--- src/rtl/uart_loader_if.sv ---
// Byte-receiver and instruction-memory write bus of the boot loader.
// The master modport is the loader side; the slave modport is the UART/memory side.
interface uart_loader_if #(
    parameter int ADDR_WIDTH = 10
);
    logic [7:0]            RX_DATA;
    logic                  RX_DONE;
    logic                  MEM_WE;
    logic [ADDR_WIDTH-1:0] MEM_ADDR;
    logic [31:0]           MEM_WDATA;

    modport master (
        input  RX_DATA,
        input  RX_DONE,
        output MEM_WE,
        output MEM_ADDR,
        output MEM_WDATA
    );

    modport slave (
        output RX_DATA,
        output RX_DONE,
        input  MEM_WE,
        input  MEM_ADDR,
        input  MEM_WDATA
    );
endinterface

--- src/rtl/uart_loader.sv ---
// Boot loader: parses SYNC / N_LO / N_HI / 4*N data bytes / CSUM from the UART
// and writes little-endian words to instruction memory, holding the CPU in reset until a clean load.
module uart_loader #(
    parameter int          ADDR_WIDTH   = 10,
    parameter int          BASE_ADDR    = 0,
    parameter int          TIMEOUT_CLKS = 1000000,
    parameter logic [7:0]  SYNC_BYTE    = 8'hA5
) (
    input  logic          clk,
    input  logic          rst,
    uart_loader_if.master bus,
    output logic          CPU_RESET,
    output logic          LOAD_DONE,
    output logic          LOAD_ERR,
    output logic          BUSY
);

    localparam int          TMO_W     = $clog2(TIMEOUT_CLKS + 1);
    localparam logic [TMO_W-1:0] TMO_LAST = TMO_W'(TIMEOUT_CLKS - 1);
    localparam int unsigned MAX_WORDS = (32'd1 << ADDR_WIDTH) - 32'(BASE_ADDR);

    typedef enum logic [2:0] {
        S_IDLE,
        S_LEN_LO,
        S_LEN_HI,
        S_DATA,
        S_CSUM
    } state_e;

    state_e                state_q, state_d;
    logic [15:0]           len_q, len_d;
    logic [1:0]            byte_idx_q, byte_idx_d;
    logic [15:0]           word_idx_q, word_idx_d;
    logic [7:0]            csum_q, csum_d;
    logic [31:0]           word_q, word_d;
    logic [TMO_W-1:0]      tmo_q, tmo_d;
    logic                  mem_we_q, mem_we_d;
    logic [ADDR_WIDTH-1:0] mem_addr_q, mem_addr_d;
    logic [31:0]           mem_wdata_q, mem_wdata_d;
    logic                  cpu_reset_q, cpu_reset_d;
    logic                  load_done_q, load_done_d;
    logic                  load_err_q, load_err_d;
    logic                  busy_q, busy_d;

    logic [15:0]           n_full;
    logic                  timeout;

    // NOTE: state registers use non-blocking assignments so every flop samples
    // the pre-edge values computed by the combinational block.
    always_ff @(posedge clk) begin
        if (rst) begin
            state_q     <= S_IDLE;
            len_q       <= '0;
            byte_idx_q  <= '0;
            word_idx_q  <= '0;
            csum_q      <= '0;
            word_q      <= '0;
            tmo_q       <= '0;
            mem_we_q    <= 1'b0;
            mem_addr_q  <= '0;
            mem_wdata_q <= '0;
            cpu_reset_q <= 1'b1;
            load_done_q <= 1'b0;
            load_err_q  <= 1'b0;
            busy_q      <= 1'b0;
        end else begin
            state_q     <= state_d;
            len_q       <= len_d;
            byte_idx_q  <= byte_idx_d;
            word_idx_q  <= word_idx_d;
            csum_q      <= csum_d;
            word_q      <= word_d;
            tmo_q       <= tmo_d;
            mem_we_q    <= mem_we_d;
            mem_addr_q  <= mem_addr_d;
            mem_wdata_q <= mem_wdata_d;
            cpu_reset_q <= cpu_reset_d;
            load_done_q <= load_done_d;
            load_err_q  <= load_err_d;
            busy_q      <= busy_d;
        end
    end

    assign n_full  = {bus.RX_DATA, len_q[7:0]};
    // A byte arriving on the expiry cycle wins over the timeout.
    assign timeout = (state_q != S_IDLE) && !bus.RX_DONE && (tmo_q == TMO_LAST);

    // NOTE: every _d signal gets a default before the case statement so no
    // path through the block leaves a variable unassigned (no latches).
    always_comb begin
        state_d     = state_q;
        len_d       = len_q;
        byte_idx_d  = byte_idx_q;
        word_idx_d  = word_idx_q;
        csum_d      = csum_q;
        word_d      = word_q;
        tmo_d       = '0;
        mem_we_d    = 1'b0;
        mem_addr_d  = mem_addr_q;
        mem_wdata_d = mem_wdata_q;
        cpu_reset_d = cpu_reset_q;
        load_done_d = 1'b0;
        load_err_d  = load_err_q;

        if (state_q != S_IDLE) begin
            tmo_d = bus.RX_DONE ? '0 : tmo_q + 1'b1;
        end

        case (state_q)
            S_IDLE: begin
                if (bus.RX_DONE && bus.RX_DATA == SYNC_BYTE) begin
                    state_d     = S_LEN_LO;
                    cpu_reset_d = 1'b1;
                    load_err_d  = 1'b0;
                    csum_d      = '0;
                    byte_idx_d  = '0;
                    word_idx_d  = '0;
                end
            end
            S_LEN_LO: begin
                if (bus.RX_DONE) begin
                    len_d[7:0] = bus.RX_DATA;
                    state_d    = S_LEN_HI;
                end
            end
            S_LEN_HI: begin
                if (bus.RX_DONE) begin
                    len_d[15:8] = bus.RX_DATA;
                    if (n_full == 16'd0 || 32'(n_full) > MAX_WORDS) begin
                        state_d    = S_IDLE;
                        load_err_d = 1'b1;
                    end else begin
                        state_d = S_DATA;
                    end
                end
            end
            S_DATA: begin
                if (bus.RX_DONE) begin
                    word_d[8*byte_idx_q +: 8] = bus.RX_DATA;
                    csum_d     = csum_q + bus.RX_DATA;
                    byte_idx_d = byte_idx_q + 2'd1;
                    if (byte_idx_q == 2'd3) begin
                        mem_we_d    = 1'b1;
                        mem_addr_d  = ADDR_WIDTH'(32'(BASE_ADDR) + 32'(word_idx_q));
                        mem_wdata_d = {bus.RX_DATA, word_q[23:0]};
                        word_idx_d  = word_idx_q + 16'd1;
                        if (word_idx_q == len_q - 16'd1) begin
                            state_d = S_CSUM;
                        end
                    end
                end
            end
            S_CSUM: begin
                if (bus.RX_DONE) begin
                    state_d = S_IDLE;
                    if (bus.RX_DATA == csum_q) begin
                        load_done_d = 1'b1;
                        cpu_reset_d = 1'b0;
                    end else begin
                        load_err_d = 1'b1;
                    end
                end
            end
            default: state_d = S_IDLE;
        endcase

        if (timeout) begin
            state_d     = S_IDLE;
            load_err_d  = 1'b1;
            cpu_reset_d = 1'b1;
        end

        if (state_d == S_IDLE) begin
            tmo_d = '0;
        end
        busy_d = (state_d != S_IDLE);
    end

    assign bus.MEM_WE    = mem_we_q;
    assign bus.MEM_ADDR  = mem_addr_q;
    assign bus.MEM_WDATA = mem_wdata_q;
    assign CPU_RESET     = cpu_reset_q;
    assign LOAD_DONE     = load_done_q;
    assign LOAD_ERR      = load_err_q;
    assign BUSY          = busy_q;

endmodule
--- src/flat_wrapper.sv ---
// flat-port wrapper written by rule: the top's interface ports become plain ports
module uart_loader_flat 
#(
    parameter int          ADDR_WIDTH   = 10,
    parameter int          BASE_ADDR    = 0,
    parameter int          TIMEOUT_CLKS = 1000000,
    parameter logic [7:0]  SYNC_BYTE    = 8'hA5
)
  (clk, rst, CPU_RESET, LOAD_DONE, LOAD_ERR, BUSY, bus_RX_DATA, bus_RX_DONE, bus_MEM_WE, bus_MEM_ADDR, bus_MEM_WDATA);
  uart_loader_if #(.ADDR_WIDTH(ADDR_WIDTH)) bus_i ();
  input  logic clk;
  input  logic rst;
  output logic CPU_RESET;
  output logic LOAD_DONE;
  output logic LOAD_ERR;
  output logic BUSY;
  input wire logic [$bits(bus_i.RX_DATA)-1:0] bus_RX_DATA;
  input wire logic [$bits(bus_i.RX_DONE)-1:0] bus_RX_DONE;
  output wire logic [$bits(bus_i.MEM_WE)-1:0] bus_MEM_WE;
  output wire logic [$bits(bus_i.MEM_ADDR)-1:0] bus_MEM_ADDR;
  output wire logic [$bits(bus_i.MEM_WDATA)-1:0] bus_MEM_WDATA;
  assign bus_i.RX_DATA = bus_RX_DATA;
  assign bus_i.RX_DONE = bus_RX_DONE;
  assign bus_MEM_WE = bus_i.MEM_WE;
  assign bus_MEM_ADDR = bus_i.MEM_ADDR;
  assign bus_MEM_WDATA = bus_i.MEM_WDATA;
  uart_loader #(.ADDR_WIDTH(ADDR_WIDTH), .BASE_ADDR(BASE_ADDR), .TIMEOUT_CLKS(TIMEOUT_CLKS), .SYNC_BYTE(SYNC_BYTE)) u_core (.clk(clk), .rst(rst), .bus(bus_i), .CPU_RESET(CPU_RESET), .LOAD_DONE(LOAD_DONE), .LOAD_ERR(LOAD_ERR), .BUSY(BUSY));
endmodule
--- config.mk ---
export PLATFORM = sky130hd
export DESIGN_NAME = uart_loader_flat
export DESIGN_NICKNAME = d
export VERILOG_FILES = /design/src/rtl/uart_loader_if.sv /design/src/rtl/uart_loader.sv /design/src/flat_wrapper.sv
export SDC_FILE = /design/constraint.sdc
export NUM_CORES = 1
export LEC_CHECK = 0
export CORE_ASPECT_RATIO = 0.8
export CORE_MARGIN = 5
export CORE_UTILIZATION = 54
export CTS_BUF_LIST = sky130_fd_sc_hd__clkbuf_8
export CTS_CLUSTER_SIZE = 30
export DETAILED_ROUTE_END_ITERATION = 8
export PLACE_DENSITY = 0.79
export SLEW_MARGIN = 0
export SYNTH_ARGS = -nofsm -noshare
export SYNTH_HDL_FRONTEND = slang
export SYNTH_SLANG_ARGS = --single-unit
--- constraint.sdc ---
create_clock -name clk -period 2.5 [get_ports clk]
set_input_delay 0.25 -clock clk [delete_from_list [all_inputs] [get_ports clk]]
set_output_delay 0.25 -clock clk [all_outputs]
set_load 0.02 [all_outputs]
==> results.yml, run 1 <==
power:
  vdd_drop_max_mv: 0.435
  power_switching_mw: 1.01
  intPower_mw: 3.35
  sw_frac_of_total: 0.232
  pwr-share-clk: 0.473
  power_density_mw_per_mm2: 566
  pwr-share-comb: 0.031
  p_leak_nw: 2.67
  p_total_mw: 4.36
  seqPwrFrac: 0.496
yosys:
  synth_edf_count: 0
  yosys-top-cells-area: "dfxtp_1 (43%), nand2_1 (11%), a21oi_1 (7.5%), nor2_1 (4.0%), xor2_1 (3.8%)"
  yosys_most_used_dff: "dfxtp_1"
  synthArstFlopShare: 0
  synth_top_cell_area_share: 0.433
  ys_ff_latch: 136
  ys.warnings.count: 0
  syn_nets: 820
  synth-seq-area-share: 0.433
  synth_area_leader_cell: "dfxtp_1"
  synth.distinct_cells: 59
  netlist_area_mm2: 0.00629
  synth_cells: 793
  syn-mean-instance-area_um2: 7.94
place:
  io_buffer_count: 57
  place_ws_ns: -0.396
  place_congestion: 0.912
  place_hpwl_um: 11600
finish:
  syn2layout_area_growth_pct: 22.5
  nets: 893
  drive_above_1_share: 0.107
  nFillCells: 948
  insertedDiodeCount: 0
run_status:
  run_status: "completed"
worst_hold_path:
  min_delay_worst_endpoint: "u_core.LOAD_ERR"
  hold_depth: 2
  hp-start: "rst"
  min_path_type: "input pin to register"
setup_path:
  rrSetupSlack_ns: 0.14
  r2r_start: "u_core.len_q[4]"
  critical_path_required_ns: 2.83
  r2r-end: "u_core.state_q[2]"
  r2r_cells: 7
  crit_arrival_ns: 2.70
  start_kind: "input pin"
  critPathCaptureType: "register"
  crit_path_max_fanout: 4
  path_class: "input pin to register"
global_routing:
  grt_max_degree: 53
  grt_pass1_vias: 5635
  grt_pass1_wl_um: 26700
  antenna_found_initial: 0
  grt_overflow: 0
  grt_util_all_layers: 0.237
timing:
  period_minus_slack_ns: 2.38
  fmax_mhz: 421
  finalCritPeriodShare: 0.951
  tightestPinTransition_ns: 0.627
  slew_violations: 0
  relSlewSlack: 0.581
  finalSetupTns_ns: 0
  setup_viol: 0
  rsz0062_at_grt: "no"
  finalHoldViolCount: 0
  finalClockSkew_ns: 0.0150
  layout_setup_ws_ns: 0.123
die:
  ios: 58
  die_w_um: 131
  die_h_um: 107
  die_area_mm2: 0.0139
  core-area_mm2: 0.0115
  rows: 35
  initial_core_util: 0.549
cts:
  cts_setup_buffers: 0
  cts.sinks: 136
  insertion_delay_ns: 0.44
  clk_pin_slew_ns: 0.08
  clockBufferDepth: 2
  hold_buffers: 0
  cts_tree: "yes"
  cts_made_buffers: 17
  clockRootBuffer: "clkbuf_8"
  cts_htree_levels: 4
routing:
  antenna_left: 0
  vias: 5930
  drt-total-wl_um: 16200
  wl_per_cell_um: 15.8
  drc_errors: 0
  vias_per_cell: 5.77
  drtIter0Drc: 503
  dr.pass1.iters: 6
run:
  max_cap_viol_count: 0
==> state kept, by name, indices dropped and copies added (netlist names) <==
signal and count:
u_core.bus.MEM_WDATA 32, u_core.word_q 24, u_core.tmo_q 20, u_core.len_q 16
u_core.word_idx_q 16, u_core.bus.MEM_ADDR 10, u_core.csum_q 8, u_core.state_q 3
u_core.byte_idx_q 2, u_core.BUSY 1, u_core.CPU_RESET 1, u_core.LOAD_DONE 1
u_core.LOAD_ERR 1, u_core.bus.MEM_WE 1
==> kinds of logic after synthesis <==
family	Yosys count	synth area share
simple gates	372	0.273
compound gates	149	0.143
flops	136	0.433
buf+inv	65	0.0394
xor+xnor	53	0.0761
fa+ha+maj	16	0.0330
mux	2	0.00318
==> how the worst max path moves through the flow <==
stage,startpoint,endpoint,slack (ns),cells after the start
6_report,bus_RX_DATA[0],u_core.CPU_RESET,0.12,8
5_1_grt,u_core.len_q[1],u_core.state_q[2],0.004,10
4_1_cts,u_core.csum_q[0],u_core.CPU_RESET,0.02,7
3_5_place_dp,bus_RX_DATA[0],u_core.CPU_RESET,-0.40,8
3_3_place_gp,bus_RX_DATA[0],u_core.CPU_RESET,-0.35,8
2_1_floorplan,u_core.csum_q[0],u_core.CPU_RESET,0.15,7
==> synthesized netlist by cell type (all sizes together) (2+ instances only) <==
cell / number
or3: 8
o32ai: 2
dfxtp: 136
nand4: 10
nor3b: 6
and2: 7
o31ai: 2
xnor2: 25
and4: 3
o211ai: 6
nor2: 68
and3: 4
or2: 3
or4: 5
xor2: 27
inv: 17
a21o: 3
mux2i: 2
nor4: 14
nand2b: 4
ha: 15
a22oi: 8
o41ai: 2
nor2b: 5
o2111ai: 2
nand3: 38
o21ai: 12
clkbuf: 39
a21oi: 94
buf: 9
nand2: 177
a2111oi: 4
a211o: 3
nor3: 13
nand4b: 3
==> placed cells by master (no fill, tap or decap), drive strengths merged, types with 10 or more instances in the layout <==
cell type / instances
nor2: 68
xnor2: 25
dfxtp: 136
nand3: 38
nand4: 10
o21ai: 12
xor2: 27
nand2: 177
inv: 23
clkdlybuf4s50: 56
buf: 46
clkbuf: 18
nor4: 14
ha: 15
a21oi: 94
nor3: 13
==> power groups by stage <==
stage | combinational, mW | clock [mW] | sequential, mW
floorplan | 0.0604 | 0 | 2.22
global placement | 0.125 | 0 | 2.22
detailed placement | 0.128 | 0 | 2.22
CTS | 0.129 | 2.09 | 2.16
global route | 0.141 | 2.18 | 2.16
finish | 0.134 | 2.06 | 2.16
==> layout make-up <==
cell class | count | area, um2 | area share
well taps | 148 | 185 | 0.0240
repair buffers | 102 | 928 | 0.120
clock inverters | 14 | 209 | 0.0271
inverters | 17 | 63.8 | 0.00828
multi-input cells | 592 | 3350 | 0.435
clock buffers | 18 | 248 | 0.0321
flip-flops and latches | 136 | 2720 | 0.353
==> layer usage <==
layer  share of wire  global-route usage  vias up
met5               0                   0        -
met4           0.018              0.0771        0
met3           0.076              0.0478       29
met2            0.47               0.371      221
met1            0.43               0.326     2824
li1                -                   -     2856
==> critical path, cell delays in order <==
cell,delay [ns]
clkdlybuf4s50_1,0.54
ha_4,0.22
or4_1,0.45
or3_1,0.31
or4_4,0.45
o21ai_1,0.13
nand2_1,0.06
a211o_1,0.29
==> per-stage QoR <==
step	std cells	hold WS, ns	util	area, um2
floorplan	793	0.386	-	6290
global placement	995	0.439	0.630	7220
detailed placement	995	0.445	0.630	7220
CTS	1027	0.143	0.669	7680
global route	1027	0.160	0.672	7710
finish	1027	0.161	0.672	7710
==> what timing repair did <==
item / CTS / global route
endpoints found under the setup margin: 0 / 4
hold endpoints to repair: 0 / 0
resized for setup: 0 / 6
No activity file was read; power rests on OpenSTA's default activity.
==> inputs of run 2 (changes only) <==
--- a/config.mk
+++ b/config.mk
@@ -5,14 +5,14 @@
 export SDC_FILE = /design/constraint.sdc
 export NUM_CORES = 1
 export LEC_CHECK = 0
+export CAP_MARGIN = 20
 export CORE_ASPECT_RATIO = 0.8
-export CORE_MARGIN = 5
 export CORE_UTILIZATION = 54
 export CTS_BUF_LIST = sky130_fd_sc_hd__clkbuf_8
 export CTS_CLUSTER_SIZE = 30
 export DETAILED_ROUTE_END_ITERATION = 8
 export PLACE_DENSITY = 0.79
-export SLEW_MARGIN = 0
+export SLEW_MARGIN = 20
 export SYNTH_ARGS = -nofsm -noshare
 export SYNTH_HDL_FRONTEND = slang
 export SYNTH_SLANG_ARGS = --single-unit
==> run 2 against run 1 <==
  * Register-to-register slack lost 0.04 ns
  * Sequential cell count is the same
  * Via count is essentially flat
  * Final area shrank 0.15%
  * Critical endpoint is now u_core.state_q[2]
  * Largest power group unchanged
==> results.yml, run 2 (same netlist as run 1, synthesis figures left out) <==
die:
  rows: 34
  die_area_mm2: 0.0121
  die_h_um: 98.6
  core-area_mm2: 0.0111
  die_w_um: 123
  ios: 58
  initial_core_util: 0.567
power:
  p_total_mw: 4.11
  power_density_mw_per_mm2: 534
  vdd_drop_max_mv: 0.397
  p_leak_nw: 2.65
routing:
  wl_per_cell_um: 15.9
  dr.pass1.iters: 5
  vias: 5935
  vias_per_cell: 5.80
  drt-total-wl_um: 16200
  antenna_left: 0
  drc_errors: 0
  drtIter0Drc: 487
global_routing:
  grt_pass1_vias: 5586
  antenna_found_initial: 0
  grt_overflow: 0
  grt_max_degree: 65
  grt_pass1_wl_um: 26200
  grt_util_all_layers: 0.276
finish:
  drive_above_1_share: 0.116
  layout_commonest_cell: "nand2_1"
  nFillCells: 884
  insertedDiodeCount: 0
  final_cells: 1023
  multiInputGateArea_mm2: 0.00341
  final-seq-area_mm2: 0.00272
  final_cell_area_mm2: 0.00770
  final_util: 0.693
  final_cell_mix: "nand2_1 (177), dfxtp_1 (135), a21oi_1 (94)"
  nets: 893
  syn2layout_area_growth_pct: 22.3
  largest_reg_flops: 32
timing:
  fmax_mhz: 417
  finalCritPeriodShare: 0.960
  finalHoldViolCount: 0
  slew_violations: 0
  tightestPinTransition_ns: 0.648
  relSlewSlack: 0.568
  rsz0062_at_grt: "no"
  holdWs_ns: 0.301
  layout_setup_ws_ns: 0.101
  finalSetupTns_ns: 0
  setup_viol: 0
  finalClockSkew_ns: 0.0154
  period_minus_slack_ns: 2.40
setup_path:
  crit_path_max_fanout: 6
  critical_path_required_ns: 2.84
  r2r_start: "u_core.word_idx_q[11]"
  start_kind: "register"
  r2r_cells: 7
  crit_path_start: "u_core.word_idx_q[11]"
  r2r-end: "u_core.state_q[2]"
  crit_arrival_ns: 2.74
  crit_end: "u_core.state_q[2]"
  rrSetupSlack_ns: 0.10
  critPathCaptureType: "register"
  path_class: "register to register"
cts:
  cts_htree_levels: 4
  cts.sinks: 136
  clockRootBuffer: "clkbuf_8"
  insertion_delay_ns: 0.46
  clockBufferDepth: 2
  clk_pin_slew_ns: 0.08
  cts_made_buffers: 17
  hold_buffers: 0
  cts_tree: "yes"
run_status:
  run_status: "completed"
place:
  place_hpwl_um: 11500
  placedCellCount: 991
  place_area_mm2: 0.00722
  place_ws_ns: -0.435
  place_congestion: 0.860
  io_buffer_count: 57
run:
  max_cap_viol_count: 0
worst_hold_path:
  hp-start: "rst"
  min_path_type: "input pin to register"
[run 2: cell types whose count changed in the layout (fill, tap and decap cells not counted), sizes merged]
cell	before	now
bufinv	4	2
clkinv	1	6
clkinvlp	3	4
inv	23	19
[run 2: critical path, cell delays in order (launching register included)]
cell	delay, ns
dfxtp_1	0.47
xor3_1	0.47
a2bb2oi_1	0.22
a2111oi_0	0.14
o41ai_1	0.49
nor4_2	0.10
buf_4	0.17
a2bb2o_1	0.24
[run 2: final cells by class]
class | instances | area share
Sequential cell | 136 | 0.354
Clock inverter | 14 | 0.0193
Clock buffer | 18 | 0.0322
Multi-Input combinational cell | 592 | 0.442
Inverter | 17 | 0.00829
Tap cell | 144 | 0.0234
Timing Repair Buffer | 102 | 0.121
[run 2: where the power goes]
group          switching [mW]  internal, mW  total [mW]  leakage (nW)
logic                  0.0831        0.0469       0.130          1.36
registers            0.000268          2.16        2.16          1.10
clock network           0.900         0.915        1.81         0.191
[run 2: worst min path at each step]
stage	to	slack, ns	cells after the start
4_1_cts	u_core.bus.MEM_WDATA[19]	0.29	2
3_5_place_dp	u_core.word_q[11]	0.44	2
6_report	u_core.bus.MEM_WE	0.30	2
2_1_floorplan	u_core.len_q[14]	0.39	2
3_3_place_gp	u_core.word_q[21]	0.44	2
5_1_grt	u_core.bus.MEM_WE	0.32	2
[run 2: per-layer routing]
layer	wire length [um]	up-vias	GRT usage	share of wire
li1	-	2862	-	-
met1	7180	2810	0.368	0.44
met2	7500	225	0.424	0.46
met3	1140	38	0.0625	0.070
met4	411	0	0.129	0.025
met5	0	-	0	0
[run 2: timing repair]
action / 4_1_cts / 5_1_grt
cloned: 0 / 0
buffers inserted: 0 / 0
endpoints found under the setup margin: 4 / 6
resized for setup: 3 / 13
pin swaps: 0 / 2
==> RTL edit, RTL diff (settings of run 1) <==
Remove the register `busy_q`: a continuous assignment takes its place, so the output `BUSY` follows one clock earlier.
--- a/src/rtl/uart_loader.sv
+++ b/src/rtl/uart_loader.sv
@@ -62,7 +62,6 @@
             cpu_reset_q <= 1'b1;
             load_done_q <= 1'b0;
             load_err_q  <= 1'b0;
-            busy_q      <= 1'b0;
         end else begin
             state_q     <= state_d;
             len_q       <= len_d;
@@ -77,9 +76,10 @@
             cpu_reset_q <= cpu_reset_d;
             load_done_q <= load_done_d;
             load_err_q  <= load_err_d;
-            busy_q      <= busy_d;
         end
     end
+
+    assign busy_q = busy_d;
 
     assign n_full  = {bus.RX_DATA, len_q[7:0]};
     // A byte arriving on the expiry cycle wins over the timeout.
Function: changed (a bounded check fails within 4 cycles, from zero or initial values and one cycle with rst high).
==> RTL edit against run 1 <==
- the flow now finishes with violations (setup timing)
- synthesized area shrank 0.81%
- worst setup slack lost 440 ps
- synthesized cell count shrank 0.50%
- wire length is essentially flat
- sequential cell count shrank 1
- power shrank 2.6%
- first-iteration DRC count grew 1.4%
- largest cell class unchanged
- cell area grew 0.99%
==> RTL edit: results (changes against run 1) <==
status:
  status: "finished with violations"  # was finished clean
  violations: "setup timing"
drt:
  vias: 5903  # was 5930
  drt-total-wl_mm: 16.22  # was 16.23 mm
  met1_length_mm: 7.247  # was 7.045 mm
  first_iter_violations: 510  # was 503
  met3WireLength_mm: 1.204  # was 1.236 mm
  wl_met2_mm: 7.624  # was 7.660 mm
  drt-wirelength-per-cell_um: 15.61  # was 15.81 um
  top_layer: "met4"  # unchanged
place:
  placed_area_sq_mm: 0.007259  # was 0.007224 sq mm
  post-dp-hpwl_mm: 11.14  # was 11.62 mm
  gp_congestion: 0.8585  # was 0.9119
  dp_cells: 1004  # was 995
critical_path:
  path_max_fanout: 2  # was 4
  cp.arrival_ps: 2560  # was 2700 ps
  path_delay_family: "compound AO/OA/AOI/OAI gates"  # was simple AND/OR/NAND/NOR gates
  cpPeakStageDelay_ps: 410  # was 540 ps
  crit_path_top_delay_cell: "or3b_4"  # was clkdlybuf4s50_1
clock_tree:
  h-tree-depth: 4  # unchanged
  post-cts-setup-buffers: 1  # was 0
  cts_resized: 20  # was 0
global_routing:
  grtUsageTotal: 0.2387  # was 0.2366
  grt_pass1_wl_mm: 26.88  # was 26.70 mm
  use_met1: 0.3272  # was 0.3261
  grtUsageMet2: 0.3891  # was 0.3714
  grt_use_met3: 0.04671  # was 0.04781
synth:
  yosysSeqAreaShare: 0.4329  # was 0.4325
  ys_top_cells_by_count: "nand2_1, dfxtp_1, a21oi_1, nor2_1, nand3_1"  # was nand2_1, dfxtp_1, a21oi_1, nor2_1, clkbuf_1
  synth_cell_types: 55  # was 59
  synthCells: 789  # was 793
  synthTopCellsByArea: "dfxtp_1, nand2_1, a21oi_1, xor2_1, nor2_1"  # was dfxtp_1, nand2_1, a21oi_1, nor2_1, xor2_1
  yosysWarnings: 0  # unchanged
  synth_fp_nets: 816  # was 820
timing:
  setup_viol_count_final: 1  # was 0
  maxSlewHeadroom: 0.6382  # was 0.5806
  tns_ps: -313.5  # was 0 ps
  layout_setup_ws_ps: -313.5  # was 123.4 ps
  finClkSkew_ps: 9.694  # was 15.03 ps
cells_and_area:
  final_net_count: 905  # was 893
  multi_input_area_sq_mm: 0.003383  # was 0.003352 sq mm
  fillers: 882  # was 948
  drive_above_1_share: 0.1279  # was 0.1069
  antenna_cells: 0  # unchanged
power_and_ir_drop:
  vdd_drop_max_v: 0.0004335  # was 0.0004346 V
  p_leak_uw: 0.002737  # was 0.002665 uW
## RTL edit: final timing paths
path | depth (start not counted) | slack [ps] | to | start
hold / removal | 2 | 170 | u_core.LOAD_DONE | rst
setup / recovery | 9 | -310 | BUSY | u_core.len_q[1]
setup reg to reg | 7 | 20 | u_core.state_q[0] | u_core.len_q[7]
hold reg to reg | 2 | 460 | u_core.bus.MEM_WDATA[8] | u_core.bus.MEM_WDATA[8]
## RTL edit: logic make-up (layout without fill, tap and decap cells)
| family | count (synthesis) | after routing | share of synthesized area |
|---|---|---|---|
| buf+inv | 58 | 160 | 0.03868 |
| compound gates | 142 | 142 | 0.1301 |
| simple gates | 383 | 383 | 0.2878 |
| xor+xnor | 54 | 54 | 0.07575 |
| fa+ha+maj | 16 | 16 | 0.03327 |
| flops | 135 | 135 | 0.4329 |
| mux | 1 | 1 | 0.001603 |
## RTL edit: report_power, final
group          total (uW)  internal [uW]  switching [uW]  leakage (uW)
Sequential           2150           2150           0.165       0.00109
Clock                1960           1040             920      0.000212
Combinational         143           52.7            90.0       0.00144
Total                4250           3240            1010       0.00274
## RTL edit: cell type report
type                            instances  share of cell area
Multi-Input combinational cell        596              0.4345
Tap cell                              148             0.02378
Sequential cell                       135              0.3476
Clock inverter                         14             0.02362
Clock buffer                           18             0.03182
Timing Repair Buffer                  115              0.1324
Inverter                               13            0.006267
## RTL edit: stage by stage
step | setup slack [ps] | hold slack, ps
3_3_place_gp | -488.6 | 441.5
6_report | -313.5 | 165.6
2_1_floorplan | 34.70 | 386.0
5_1_grt | -391.9 | 182.5
3_5_place_dp | -542.6 | 444.3
4_1_cts | -318.9 | 149.2
